## config.mk

```make
export PLATFORM = sky130hd
export DESIGN_NAME = ftdi_245_tx
export DESIGN_NICKNAME = d
export VERILOG_FILES = /design/src/rtl/ftdi_245_tx.sv
export SDC_FILE = /design/constraint.sdc
export NUM_CORES = 1
export LEC_CHECK = 0
export ABC_AREA = 1
export CORE_MARGIN = 1.5
export CORE_UTILIZATION = 56
export CTS_CLUSTER_DIAMETER = 30
export DETAILED_ROUTE_END_ITERATION = 10
export PLACE_DENSITY = 0.83
export RECOVER_POWER = 100
export SETUP_SLACK_MARGIN = 0.5
export SLEW_MARGIN = 20
export SYNTH_ARGS = -nofsm -noshare
export SYNTH_HDL_FRONTEND = slang
export SYNTH_SLANG_ARGS = --single-unit
```

## constraint.sdc

```tcl
create_clock -name iclk -period 2.95 [get_ports iclk]
set_input_delay 0.4425 -clock iclk [delete_from_list [all_inputs] [get_ports iclk]]
set_output_delay 0.4425 -clock iclk [all_outputs]
set_load 0.05 [all_outputs]
```

## src/rtl/ftdi_245_tx.sv

```systemverilog
// Write engine for the FTDI 245 synchronous FIFO bus: 2-entry skid input, word register, arbitrated bursts.
// Define FTDI_TX_BE_EN to carry itkeep through to ftdi_be and discard all-zero-keep beats.
module ftdi_245_tx #(
  parameter int BYTES     = 1,
  parameter int MAX_BURST = 256,
  parameter int CW        = 9
) (
  input  logic                 rstn,
  input  logic                 iclk,
  input  logic                 itvalid,
  output logic                 itready,
  input  logic [8*BYTES-1:0]   itdata,
  input  logic [BYTES-1:0]     itkeep,
  output logic                 tx_req,
  input  logic                 tx_gnt,
  input  logic                 ftdi_txe_n,
  output logic                 ftdi_wr_n,
  output logic                 ftdi_oe,
  output logic [8*BYTES-1:0]   ftdi_data,
  output logic [BYTES-1:0]     ftdi_be
);

  localparam int W = 8 * BYTES;

  localparam logic [2:0] S_IDLE  = 3'd0;
  localparam logic [2:0] S_REQ   = 3'd1;
  localparam logic [2:0] S_TURN  = 3'd2;
  localparam logic [2:0] S_WRITE = 3'd3;
  localparam logic [2:0] S_END   = 3'd4;

  logic [2:0]              state_q, state_d;
  logic [1:0][W-1:0]       sk_data_q, sk_data_d;
  logic [1:0][BYTES-1:0]   sk_keep_q, sk_keep_d;
  logic [1:0]              sk_cnt_q, sk_cnt_d;
  logic [W-1:0]            w_data_q, w_data_d;
  logic [BYTES-1:0]        w_keep_q, w_keep_d;
  logic                    w_valid_q, w_valid_d;
  logic [CW-1:0]           burst_q, burst_d;
  logic                    itready_q, itready_d;
  logic                    tx_req_q, tx_req_d;
  logic                    wr_n_q, wr_n_d;
  logic                    oe_q, oe_d;
  logic [BYTES-1:0]        be_q, be_d;

  logic                    keep_ok;
  logic                    accept;
  logic                    push;
  logic                    load;
  logic [CW-1:0]           burst_inc;

`ifdef FTDI_TX_BE_EN
  assign keep_ok = |itkeep;
`else
  logic unused_keep;
  assign keep_ok     = 1'b1;
  assign unused_keep = ^w_keep_q;
`endif

  always_comb begin
    state_d   = state_q;
    sk_data_d = sk_data_q;
    sk_keep_d = sk_keep_q;
    w_data_d  = w_data_q;
    w_keep_d  = w_keep_q;
    w_valid_d = w_valid_q;
    burst_d   = burst_q;

    accept    = !wr_n_q && !ftdi_txe_n;
    push      = itvalid && itready_q && keep_ok;
    // The word register refills from the skid head whenever it is (or is about to be) empty
    // while the bus is ours, so an un-accepted word survives a lost grant untouched.
    load      = ((state_q == S_TURN) || (state_q == S_WRITE)) &&
                (!w_valid_q || accept) && (sk_cnt_q != 2'd0);
    burst_inc = burst_q + CW'(1);

    if (accept) w_valid_d = 1'b0;
    if (load) begin
      w_data_d  = sk_data_q[0];
      w_keep_d  = sk_keep_q[0];
      w_valid_d = 1'b1;
      sk_data_d[0] = sk_data_q[1];
      sk_keep_d[0] = sk_keep_q[1];
    end

    if (push) begin
      if ((sk_cnt_q == 2'd1) && !load) begin
        sk_data_d[1] = itdata;
        sk_keep_d[1] = itkeep;
      end else begin
        sk_data_d[0] = itdata;
        sk_keep_d[0] = itkeep;
      end
    end
    sk_cnt_d  = sk_cnt_q + {1'b0, push} - {1'b0, load};
    itready_d = (sk_cnt_d <= 2'd1);

    if ((state_q == S_WRITE) && accept) burst_d = burst_inc;

    case (state_q)
      S_IDLE:  if ((sk_cnt_q != 2'd0) || w_valid_q) state_d = S_REQ;
      S_REQ:   if (tx_gnt) state_d = S_TURN;
      S_TURN:  state_d = S_WRITE;
      S_WRITE: begin
        if ((accept && (burst_inc == CW'(MAX_BURST))) ||
            (!w_valid_d && (sk_cnt_d == 2'd0)) || !tx_gnt)
          state_d = S_END;
      end
      S_END: begin
        burst_d = '0;
        state_d = S_IDLE;
      end
      default: state_d = S_IDLE;
    endcase

    tx_req_d = (state_d == S_REQ) || (state_d == S_TURN) || (state_d == S_WRITE);
    oe_d     = (state_d == S_TURN) || (state_d == S_WRITE);
    wr_n_d   = !((state_d == S_WRITE) && w_valid_d);
`ifdef FTDI_TX_BE_EN
    be_d     = oe_d ? w_keep_d : '0;
`else
    be_d     = {BYTES{oe_d}};
`endif
  end

  always_ff @(posedge iclk or negedge rstn) begin
    if (!rstn) begin
      state_q   <= S_IDLE;
      sk_data_q <= '0;
      sk_keep_q <= '0;
      sk_cnt_q  <= '0;
      w_data_q  <= '0;
      w_keep_q  <= '0;
      w_valid_q <= 1'b0;
      burst_q   <= '0;
      itready_q <= 1'b0;
      tx_req_q  <= 1'b0;
      wr_n_q    <= 1'b1;
      oe_q      <= 1'b0;
      be_q      <= '0;
    end else begin
      state_q   <= state_d;
      sk_data_q <= sk_data_d;
      sk_keep_q <= sk_keep_d;
      sk_cnt_q  <= sk_cnt_d;
      w_data_q  <= w_data_d;
      w_keep_q  <= w_keep_d;
      w_valid_q <= w_valid_d;
      burst_q   <= burst_d;
      itready_q <= itready_d;
      tx_req_q  <= tx_req_d;
      wr_n_q    <= wr_n_d;
      oe_q      <= oe_d;
      be_q      <= be_d;
    end
  end

  assign itready   = itready_q;
  assign tx_req    = tx_req_q;
  assign ftdi_wr_n = wr_n_q;
  assign ftdi_oe   = oe_q;
  assign ftdi_data = w_data_q;
  assign ftdi_be   = be_q;

endmodule

```

==> results.md, run 1 <==
* CTS sink cnt at 43
* Antenna-violating nets left at 0
* Critical Path Source Type: input port
* Num CTS Buffers at 5
* CP max stage delay at roughly 0.60 ns
* Initial DRT Pass Iterations at 4
* Syn Std Cell Area at 0.002093 mm2
* ANT cells at 0
* Die width at 64.14 um
* Clock slew at reported path FFs at roughly 0.08 ns
* Worst Path Required at 3.13 ns
* Worst hold path class: flop to flop
* Global-route wire length before repair at around 6400 um
* Top cell family by delay on the critical path: simple AND/OR/NAND/NOR gates
* Final Cell Area at 0.002427 mm2
* Slew Viols, Final at between 40 and 50
* Hold_buf cts at 0
* I/O Buffers at 25
* Worst hold slack at 0.4801 ns
* Post-route non-filler standard cell count at 329
* Final min period at ~2.3 ns
* Cell repeated most along the worst path: nand2_1
* Sequential group share of total power at 0.404
* YS warnings at 0
* Placed cell area at 0.002369 mm2
* Buffers & Inverters on Critical Path at 4
* CTS tree: done
* Die area at 0.004114 mm2
* Initial core utilization at 0.5761
* Vias/cell at 4.951
* Worst VDD drop at 0.0005577 V
* Outcome: finished with violations
* R2R cell count at 6
* Share of layout cells above drive strength 1 at 0.06050
* Crit path DAT at 2.45 ns
* Final worst slack at roughly 0.69 ns
* H-tree levels at 2
* Starting DRC count in detailed routing at 94
* Critical Path End Type: flop
* IO Count at 27
* Cells after Synth at 253
* Remaining Overflow, GRT at 0
* Crit path cell chain: dlygate4sd3_1 -> o21ai_4 -> nand2_4 -> nand2_1 -> nand2_1 -> ha_1 -> inv_1 -> nand2_1 -> nand2_1 -> inv_1 -> nand2_1 -> nand3_1 -> nand2_1 -> inv_1 -> nand2_1 -> nand2_1 -> nand2_1 -> nand2_1
* Commonest non-fill, non-tap cell in the layout: nand2_1
* Syn Nets at 270
* Most frequent cells in the layout: nand2_1, inv_1, dfrtp_1, o21ai_0, dlygate4sd3_1
* Post-synthesis sequential area ratio at 0.5146
* CP Depth at 18
* Area growth syn-to-layout at 15.96%
* Total GRT Usage at 0.2046
* Clock latency at the later pin of the worst-skew pair at 0.30 ns
* Period utilization at 0.7677
* Post-Syn Area per Cell at ~8.3 um2
* Detail Placement HPWL at 2563 um
* Hold depth at 2
* Clk pwr share at 0.156
* Cell at the slowest stage of the critical path: dlygate4sd3_1
* #FFs+latches synth at 43
* Power share of the combinational group at 0.441
* Cts repair resizes at 0
* Hold Fails Final Rpt at 0
* Failing checks: capacitance limit, slew limit
* Psw at 0.001032 W
* Switching Share at 0.4381
* Setup CP Type: input port to flop
* Crit path max fanout at 4
* Cell row count at 22
* Antenna violations before repair at 0
* Final #Nets at 297
* Max-cap violations at 1
* RSZ-0062 raised after global routing: no
* Root Driver: clkbuf_8
* DRC Markers at 0
* Final GP Congestion at 0.8200
* Setup-failing EPs final at 0
* Power per Cell Area at 970.7 mW/mm2
* Synth unique cells at 28
* Vias at around 1.6k
* DP Worst Slack at 0.5375 ns
* Core Area at about 0.0036 mm2
* Die Ht at between 60 and 70 um
* Vias in the first global route at 1527
* Static leakage at around 1.3 nW
* Routed length per instance at 10.88 um
* FMAX at approximately 0.44 GHz
* P_int at 0.001324 W
* Max_slew headroom at -0.4515
* Max Root-Sink Buffers at 2
* Total wire length at ~3600 um
* Largest net degree at the start of global routing at 44
* Cell count after placement at 321
* Slew @ Worst Pin at 2.177 ns
* Fin Setup TNS at 0 ns
* Filler Cell Count at 316
* Clock Skew at between 0.006 and 0.007 ns
* # Post-CTS Setup Buffers at 0
-- area by class of cell --
cell class              count  area [um2]  area share
flip-flops and latches     43        1077      0.4438
multi-input cells         160       788.3      0.3247
repair buffers             26       251.5      0.1036
inverters                  44       165.2     0.06804
clock buffers               6       72.57     0.02990
well taps                  48       60.06     0.02474
clock inverters             2       12.51    0.005155
-- cell families (layout without fill, tap and decap cells) --
group / count (synthesis) / in the layout / share of synthesized area
adders and majority gates: 3 / 3 / 0.01793
DFF: 43 / 43 / 0.5146
buffers and inverters: 50 / 78 / 0.09683
AOI/OAI and AO/OA: 47 / 47 / 0.1375
and+or+nand+nor: 110 / 110 / 0.2331
-- path summary, 6_finish.rpt --
kind                                                   to  slack, ns                     start
worst max-delay path                     tx_req$_DFF_PN0_       0.69                ftdi_txe_n
worst min-delay path             ftdi_data[4]$_DFFE_PN0P_       0.48  ftdi_data[4]$_DFFE_PN0P_
worst max register to register  sk_data_q[11]$_DFFE_PN0P_       0.95     sk_cnt_q[0]$_DFF_PN0_
worst min register to register   ftdi_data[4]$_DFFE_PN0P_       0.48  ftdi_data[4]$_DFFE_PN0P_
max in group asynchronous           sk_cnt_q[1]$_DFF_PN0_       0.93                      rstn
min in group asynchronous        ftdi_data[3]$_DFFE_PN0P_       0.77                      rstn
-- Yosys cell counts (all sizes together) --
library cell | count | area share
nand2 | 80 | 0.15
inv | 44 | 0.079
dfrtp | 42 | 0.50
o21ai | 36 | 0.099
nand3 | 11 | 0.029
nor2 | 11 | 0.025
o211ai | 7 | 0.027
buf | 5 | 0.016
nand4 | 5 | 0.022
ha | 3 | 0.018
nor3 | 3 | 0.0072
o22ai | 3 | 0.0090
a21oi | 1 | 0.0024
clkbuf | 1 | 0.0018
dfstp | 1 | 0.013
-- metal layers --
| metal | share of wire | up-vias | wire (um) | track usage |
|---|---|---|---|---|
| met5 | 0 | - | 0 | 0 |
| met4 | 0.019 | 0 | 68 | 0.08245 |
| met3 | 0.038 | 5 | 136 | 0.06338 |
| met2 | 0.48 | 26 | 1707 | 0.3333 |
| met1 | 0.47 | 737 | 1668 | 0.2544 |
| li1 | - | 861 | - | - |
-- power by group through the flow --
stage	clock, W	combinational (W)	sequential (W)
floorplan	0	0.000586	0.00120
detailed placement	0	0.00110	0.000973
global route	0.000401	0.00117	0.000982
global placement	0	0.00107	0.000963
finish	0.000366	0.00104	0.000951
CTS	0.000375	0.00110	0.000962
-- state kept, by name, indices dropped and copies added (netlist names) --
| name | flops |
|---|---|
| burst_q | 9 |
| ftdi_be | 1 |
| ftdi_data | 8 |
| ftdi_wr_n | 1 |
| itready | 1 |
| sk_cnt_q | 2 |
| sk_data_q | 16 |
| state_q | 3 |
| tx_req | 1 |
| w_valid_q | 1 |
-- per-stage QoR --
stage / util / total power [W]
after detailed placement: 0.6519 / 0.002072
after floorplan: - / 0.001781
after CTS: 0.6753 / 0.002440
after global routing: 0.6680 / 0.002551
after global placement: 0.6519 / 0.002029
final: 0.6680 / 0.002356
-- worst register-to-register path, stage by stage (launching register included) --
cell	delay [ns]
dfrtp_1	0.44
nor2_2	0.19
nor2_4	0.08
nand2_4	0.06
buf_4	0.28
nand4_1	0.50
o21ai_0	0.36
(Power assumes the default switching activity.)
==> inputs of run 2 (changes only) <==
Settings changed: CORE_UTILIZATION 56 to 54, PLACE_DENSITY 0.83 to 0.8.
Clock period 2.95 ns to 2.4 ns, I/O delays scaled along.
==> run 2 against run 1 <==
The run now ends clean. Routed wire length up 18%. Non-clock buffer count up 13. Sequential cell count unchanged. Count of clock-buffer cells in the layout down 1. Global-route usage barely moved. Largest power group unchanged. Critical path depth is 1 lower. Clock skew grew 0.0012 ns. Cell count grew 4.0%.
==> results.md, run 2 (synthesis gave the netlist of run 1 again) <==
* Slew @ Worst Pin at 0.9297 ns
* Root Driver: clkbuf_8
* Vias in the first global route at approximately 1.6k
* Cell row count at 22
* Clock slew at reported path FFs at 0.08 ns
* Critical Path End Type: flop
* Share of layout cells above drive strength 1 at 0.1565
* Antenna-violating nets left at 0
* Most frequent cells in the layout: nand2_1, inv_1, dfrtp_1, o21ai_0, clkdlybuf4s50_1
* Remaining Overflow, GRT at 0
* Power per Cell Area at 1233 mW/mm2
* Vias at 1757
* Initial core utilization at 0.5675
* Setup-failing EPs final at 0
* Hold_buf cts at 0
* Critical Path Source Type: flop
* Met1 Track Usage GR at 0.2646
* Sequential group share of total power at 0.375
* Clock latency at the later pin of the worst-skew pair at roughly 0.30 ns
* Final GP Congestion at 0.8452
* Total wire length at 4211 um
* Num CTS Buffers at 5
* Final #Nets at 310
* Power share of the combinational group at 0.483
* Crit path max fanout at 4
* Placed cell area at 0.002376 mm2
* ANT cells at 0
* DRC Markers at 0
* Max FFs per register at 16
* Fin Setup TNS at 0 ns
* Static leakage at ~1.3 nW
* Core Area at between 0.003 and 0.004 mm2
* RSZ-0062 raised after global routing: yes
* Final worst slack at between 0.2 and 0.3 ns
* H-tree levels at 2
* P_int at 0.001797 W
* Global-route wire length before repair at 6596 um
* Die Ht at ~65 um
* Psw at 0.001407 W
* Routed length per instance at 12.31 um
* CTS tree: done
* Hold Fails Final Rpt at 0
* CTS sink cnt at 43
* Register with the most flip-flops: sk_data_q
* Area growth syn-to-layout at 24.09%
* Final min period at 2.143 ns
* Max-cap violations at 0
* Detail Placement HPWL at 2550 um
* FMAX at 0.4667 GHz
* GR Util met3 at 0.05651
* Crit path DAT at between 2 and 2.5 ns
* Switching Share at 0.4391
* IO Count at 27
* Worst VDD drop at roughly 0.0009 V
* Worst hold path class: input port to asynchronous set/reset pin
* Commonest non-fill, non-tap cell in the layout: nand2_1
* Vias/cell at 5.137
* Met2 Resource Use GR at 0.3227
* R2R cell count at 17
* Worst hold slack at between 0.15 and 0.2 ns
* Setup CP Type: flop to flop
* GR peak layer: met2
* I/O Buffers at 25
* Max Root-Sink Buffers at 2
* Clock Skew at 0.008051 ns
* Die area at 0.004259 mm2
* Period utilization at 0.8927
* Initial DRT Pass Iterations at 4
* Slew Viols, Final at 0
* Outcome: finished, final reports clean
* DP Worst Slack at 0.09868 ns
* Final Cell Area at between 0.002 and 0.003 mm2
* Largest net degree at the start of global routing at 44
* Die width at 65.26 um
* Antenna violations before repair at 0
* Total GRT Usage at 0.2050
* Starting DRC count in detailed routing at 95
* Worst Path Required at about 2.6 ns
* Max_slew headroom at 0.3802
* Clk pwr share at 0.142
[run 2: final timing paths]
check	from	end	slack (ns)
setup / recovery	state_q[2]$_DFF_PN0_	state_q[1]$_DFF_PN0_	0.26
hold / removal	rstn	state_q[1]$_DFF_PN0_	0.19
setup reg to reg	state_q[2]$_DFF_PN0_	state_q[1]$_DFF_PN0_	0.26
hold reg to reg	ftdi_data[1]$_DFFE_PN0P_	ftdi_data[1]$_DFFE_PN0P_	0.49
max in group asynchronous	rstn	sk_cnt_q[0]$_DFF_PN0_	1.57
min in group iclk	ftdi_data[1]$_DFFE_PN0P_	ftdi_data[1]$_DFFE_PN0P_	0.49
[run 2: timing repair]
item | CTS | global route
pin swaps | 2 | 12
setup buffers | 3 | 9
endpoints found under the setup margin | 8 | 13
hold endpoints to repair | 0 | 0
gates resized for setup | 3 | 15
[run 2: layout make-up]
type / instances / area [um2]
multi-input cells: 160 / 849.6
inverters: 44 / 165.2
clock buffers: 5 / 68.82
clock inverters: 3 / 20.02
well taps: 48 / 60.06
flip-flops and latches: 43 / 1080
fillers: 289 / 1091
repair buffers: 39 / 354.1
[run 2: critical path, stage by stage, from the launching register on]
cell	delay [ns]
dfrtp_1	0.40
inv_2	0.09
nand2_4	0.05
nor2_1	0.27
nand3_2	0.16
nand2_2	0.13
ha_4	0.14
inv_2	0.03
nand2_1	0.05
nand2_1	0.08
nand4_1	0.14
nand3_2	0.08
nand2_1	0.05
inv_1	0.04
nand2_1	0.08
nand2_2	0.09
nand2_4	0.10
nand2_1	0.05
[run 2: routing by layer]
metal  vias up  part of all wire
met5         -                 0
met4         0             0.022
met3        12             0.041
met2        45              0.50
met1       816              0.44
li1        884                 -
[run 2: power by group through the flow]
stage                     sequential [W]  clock (W)  combinational, W
final                            0.00120   0.000456           0.00155
after global routing             0.00124   0.000504           0.00170
after CTS                        0.00118   0.000465           0.00138
after detailed placement         0.00120          0           0.00135
after global placement           0.00118          0           0.00132
after floorplan                  0.00147          0          0.000729
[run 2: metrics by stage]
step	std cells	total power [W]	util
2_1_floorplan	253	0.002198	-
3_3_place_gp	322	0.002504	0.6442
3_5_place_dp	322	0.002546	0.6442
4_1_cts	333	0.003032	0.6740
5_1_grt	342	0.003436	0.7042
6_report	342	0.003203	0.7042
==> inputs of run 3 (changes only) <==
Settings changed: CORE_UTILIZATION 54 to 50.
==> run 3 against run 2 <==
Register-to-register slack better by 0.11 ns. Critical endpoint is now ftdi_be$_DFF_PN0_. Hold slack better by 0.12 ns. Design area down 0.67%. Clock power up 23%. Sequential share of layout area up 0.28 points. Total power down 0.78%. Cell count up 0.58%. Core utilization down 5.9 points. Count of clock-buffer cells in the layout unchanged.
==> results.md, run 3 (synthesis gave the netlist of run 1 again) <==
* Routed length per instance at about 12 um
* Initial DRT Pass Iterations at 5
* Clk pwr share at 0.176
* IO Count at 27
* Post-route non-filler standard cell count at 344
* P_int at ~0.0018 W
* Die width at 67.71 um
* Most frequent cells in the layout: nand2_1, inv_1, dfrtp_1, o21ai_0, dlygate4sd3_1
* Worst VDD drop at a little under 0.0008 V
* Commonest non-fill, non-tap cell in the layout: nand2_1
* Largest net degree at the start of global routing at 44
* Antenna-violating nets left at 0
* Max_slew headroom at 0.3089
* Remaining Overflow, GRT at 0
* Critical Path Source Type: flop
* Crit path max fanout at 4
* Register with the most flip-flops: sk_data_q
* Final #Nets at 310
* Max FFs per register at 16
* Sequential group share of total power at 0.369
* Total GRT Usage at 0.1913
* Hold_buf cts at 0
* Period utilization at 0.8475
* Setup-failing EPs final at 0
* I/O Buffers at 25
* Switching Share at 0.4210
* Area growth syn-to-layout at 23.25%
* Slew @ Worst Pin at 1.037 ns
* Cell row count at 23
* Slew Viols, Final at 0
* Static leakage at roughly 1.3 nW
* DRC Markers at 0
* CP max stage delay at about 0.41 ns
* FMAX at 0.4916 GHz
* Clock latency at the later pin of the worst-skew pair at 0.30 ns
* Max-cap violations at 0
* Global-route wire length before repair at 6624 um
* Num CTS Buffers at 5
* Setup CP Type: flop to flop
* ANT cells at 0
* Vias at ~1.7k
* Cell at the slowest stage of the critical path: dfrtp_1
* Initial core utilization at 0.5233
* Critical Path End Type: flop
* Total wire length at about 4000 um
* Starting DRC count in detailed routing at 91
* Psw at approximately 0.0013 W
* H-tree levels at 2
* Worst hold path class: input port to asynchronous set/reset pin
* RSZ-0062 raised after global routing: yes
* Die Ht at 67.71 um
* Clock slew at reported path FFs at 0.09 ns
* Detail Placement HPWL at roughly 2600 um
* Buffers & Inverters on Critical Path at 3
* Vias/cell at 4.939
* Fin Setup TNS at 0 ns
* Final GP Congestion at just over 0.8
* Power per Cell Area at 1232 mW/mm2
* Die area at 0.004584 mm2
* Hold Fails Final Rpt at 0
* Antenna violations before repair at 0
* Clock Skew at a little over 0.009 ns
* Core Area at ~0.0040 mm2
* Worst hold slack at 0.3134 ns
* Root Driver: clkbuf_8
* Cell count after placement at 325
* CTS tree: done
* Max Root-Sink Buffers at 2
* Share of layout cells above drive strength 1 at 0.1224
* Cell repeated most along the worst path: nand2_1
* Worst Path Required at about 2.6 ns
* Crit path cell chain: inv_1 -> nand2_1 -> nor2_4 -> nand3_2 -> nand2_2 -> ha_2 -> inv_1 -> nand2_1 -> nand2_1 -> nand4_1 -> nand3_1 -> nand2_1 -> inv_1 -> nand2_2 -> nand2_1 -> nand2_2 -> nand2_1
* Crit path DAT at 2.22 ns
* Final min period at about 2.0 ns
* CTS sink cnt at between 40 and 50
* Top cell family by delay on the critical path: simple AND/OR/NAND/NOR gates
* Outcome: finished, final reports clean
* Power share of the combinational group at 0.455
* Vias in the first global route at between 1.5k and 2k
## run 3: cell count changes in the layout (fill, tap and decap cells not counted), moves of 2 or more
cell             previous run  this run
nand2_4                     3         1
nand2_1                    70        74
clkinvlp_4                  2         0
inv_1                      41        44
inv_2                       3         0
dlygate4sd3_1               0        12
nand2_2                     7         5
clkdlybuf4s50_1            22        10
## run 3: layout make-up
class | instances | area, um2
inverters | 44 | 165.2
fillers | 348 | 1420
well taps | 50 | 62.56
flip-flops and latches | 43 | 1080
clock inverters | 3 | 43.79
multi-input cells | 160 | 805.8
clock buffers | 5 | 68.82
repair buffers | 39 | 354.1
## run 3: stage by stage
step / utilization / power [W] / worst slack [ns] / cell area (um2)
final: 0.6450 / 0.003178 / 0.3660 / 2580
after global routing: 0.6450 / 0.003419 / 0.1984 / 2580
after CTS: 0.6356 / 0.003172 / 0.4946 / 2542
after detailed placement: 0.5965 / 0.002550 / 0.09020 / 2386
after global placement: 0.5965 / 0.002504 / 0.1283 / 2386
after floorplan: - / 0.002198 / 0.3503 / 2103
## run 3: final timing paths
kind / from / end / slack (ns) / depth (start not counted)
worst max-delay path: state_q[2]$_DFF_PN0_ / ftdi_be$_DFF_PN0_ / 0.37 / 17
worst min-delay path: rstn / burst_q[7]$_DFFE_PN0P_ / 0.31 / 2
worst max register to register: state_q[2]$_DFF_PN0_ / ftdi_be$_DFF_PN0_ / 0.37 / 17
worst min register to register: ftdi_data[1]$_DFFE_PN0P_ / ftdi_data[1]$_DFFE_PN0P_ / 0.48 / 2
max in group asynchronous: rstn / sk_cnt_q[0]$_DFF_PN0_ / 1.38 / 2
min in group iclk: ftdi_data[1]$_DFFE_PN0P_ / ftdi_data[1]$_DFFE_PN0P_ / 0.48 / 2
## run 3: what timing repair did
item	CTS	global route
buffers inserted	5	6
endpoints found under the setup margin	7	12
pin swaps	8	11
gates resized for setup	6	7
## run 3: metal layers
layer,GRT usage,wire (um)
met1,0.2540,1816
met2,0.3064,1998
met3,0.04500,143
met4,0.06633,42
met5,0,0
## run 3: power by group through the flow
| stage | sequential (W) | combinational (W) | clock, W |
|---|---|---|---|
| global route | 0.00121 | 0.00160 | 0.000606 |
| detailed placement | 0.00120 | 0.00135 | 0 |
| finish | 0.00117 | 0.00145 | 0.000559 |
| CTS | 0.00119 | 0.00141 | 0.000576 |
| floorplan | 0.00147 | 0.000729 | 0 |
| global placement | 0.00118 | 0.00132 | 0 |
## run 3: worst reg2reg max path: cells and delay by family (launching register included)
| family | cells | cell delay (ns) |
|---|---|---|
| buf+inv | 3 | 0.18 |
| fa+ha+maj | 1 | 0.17 |
| flops | 1 | 0.41 |
| simple gates | 13 | 1.19 |
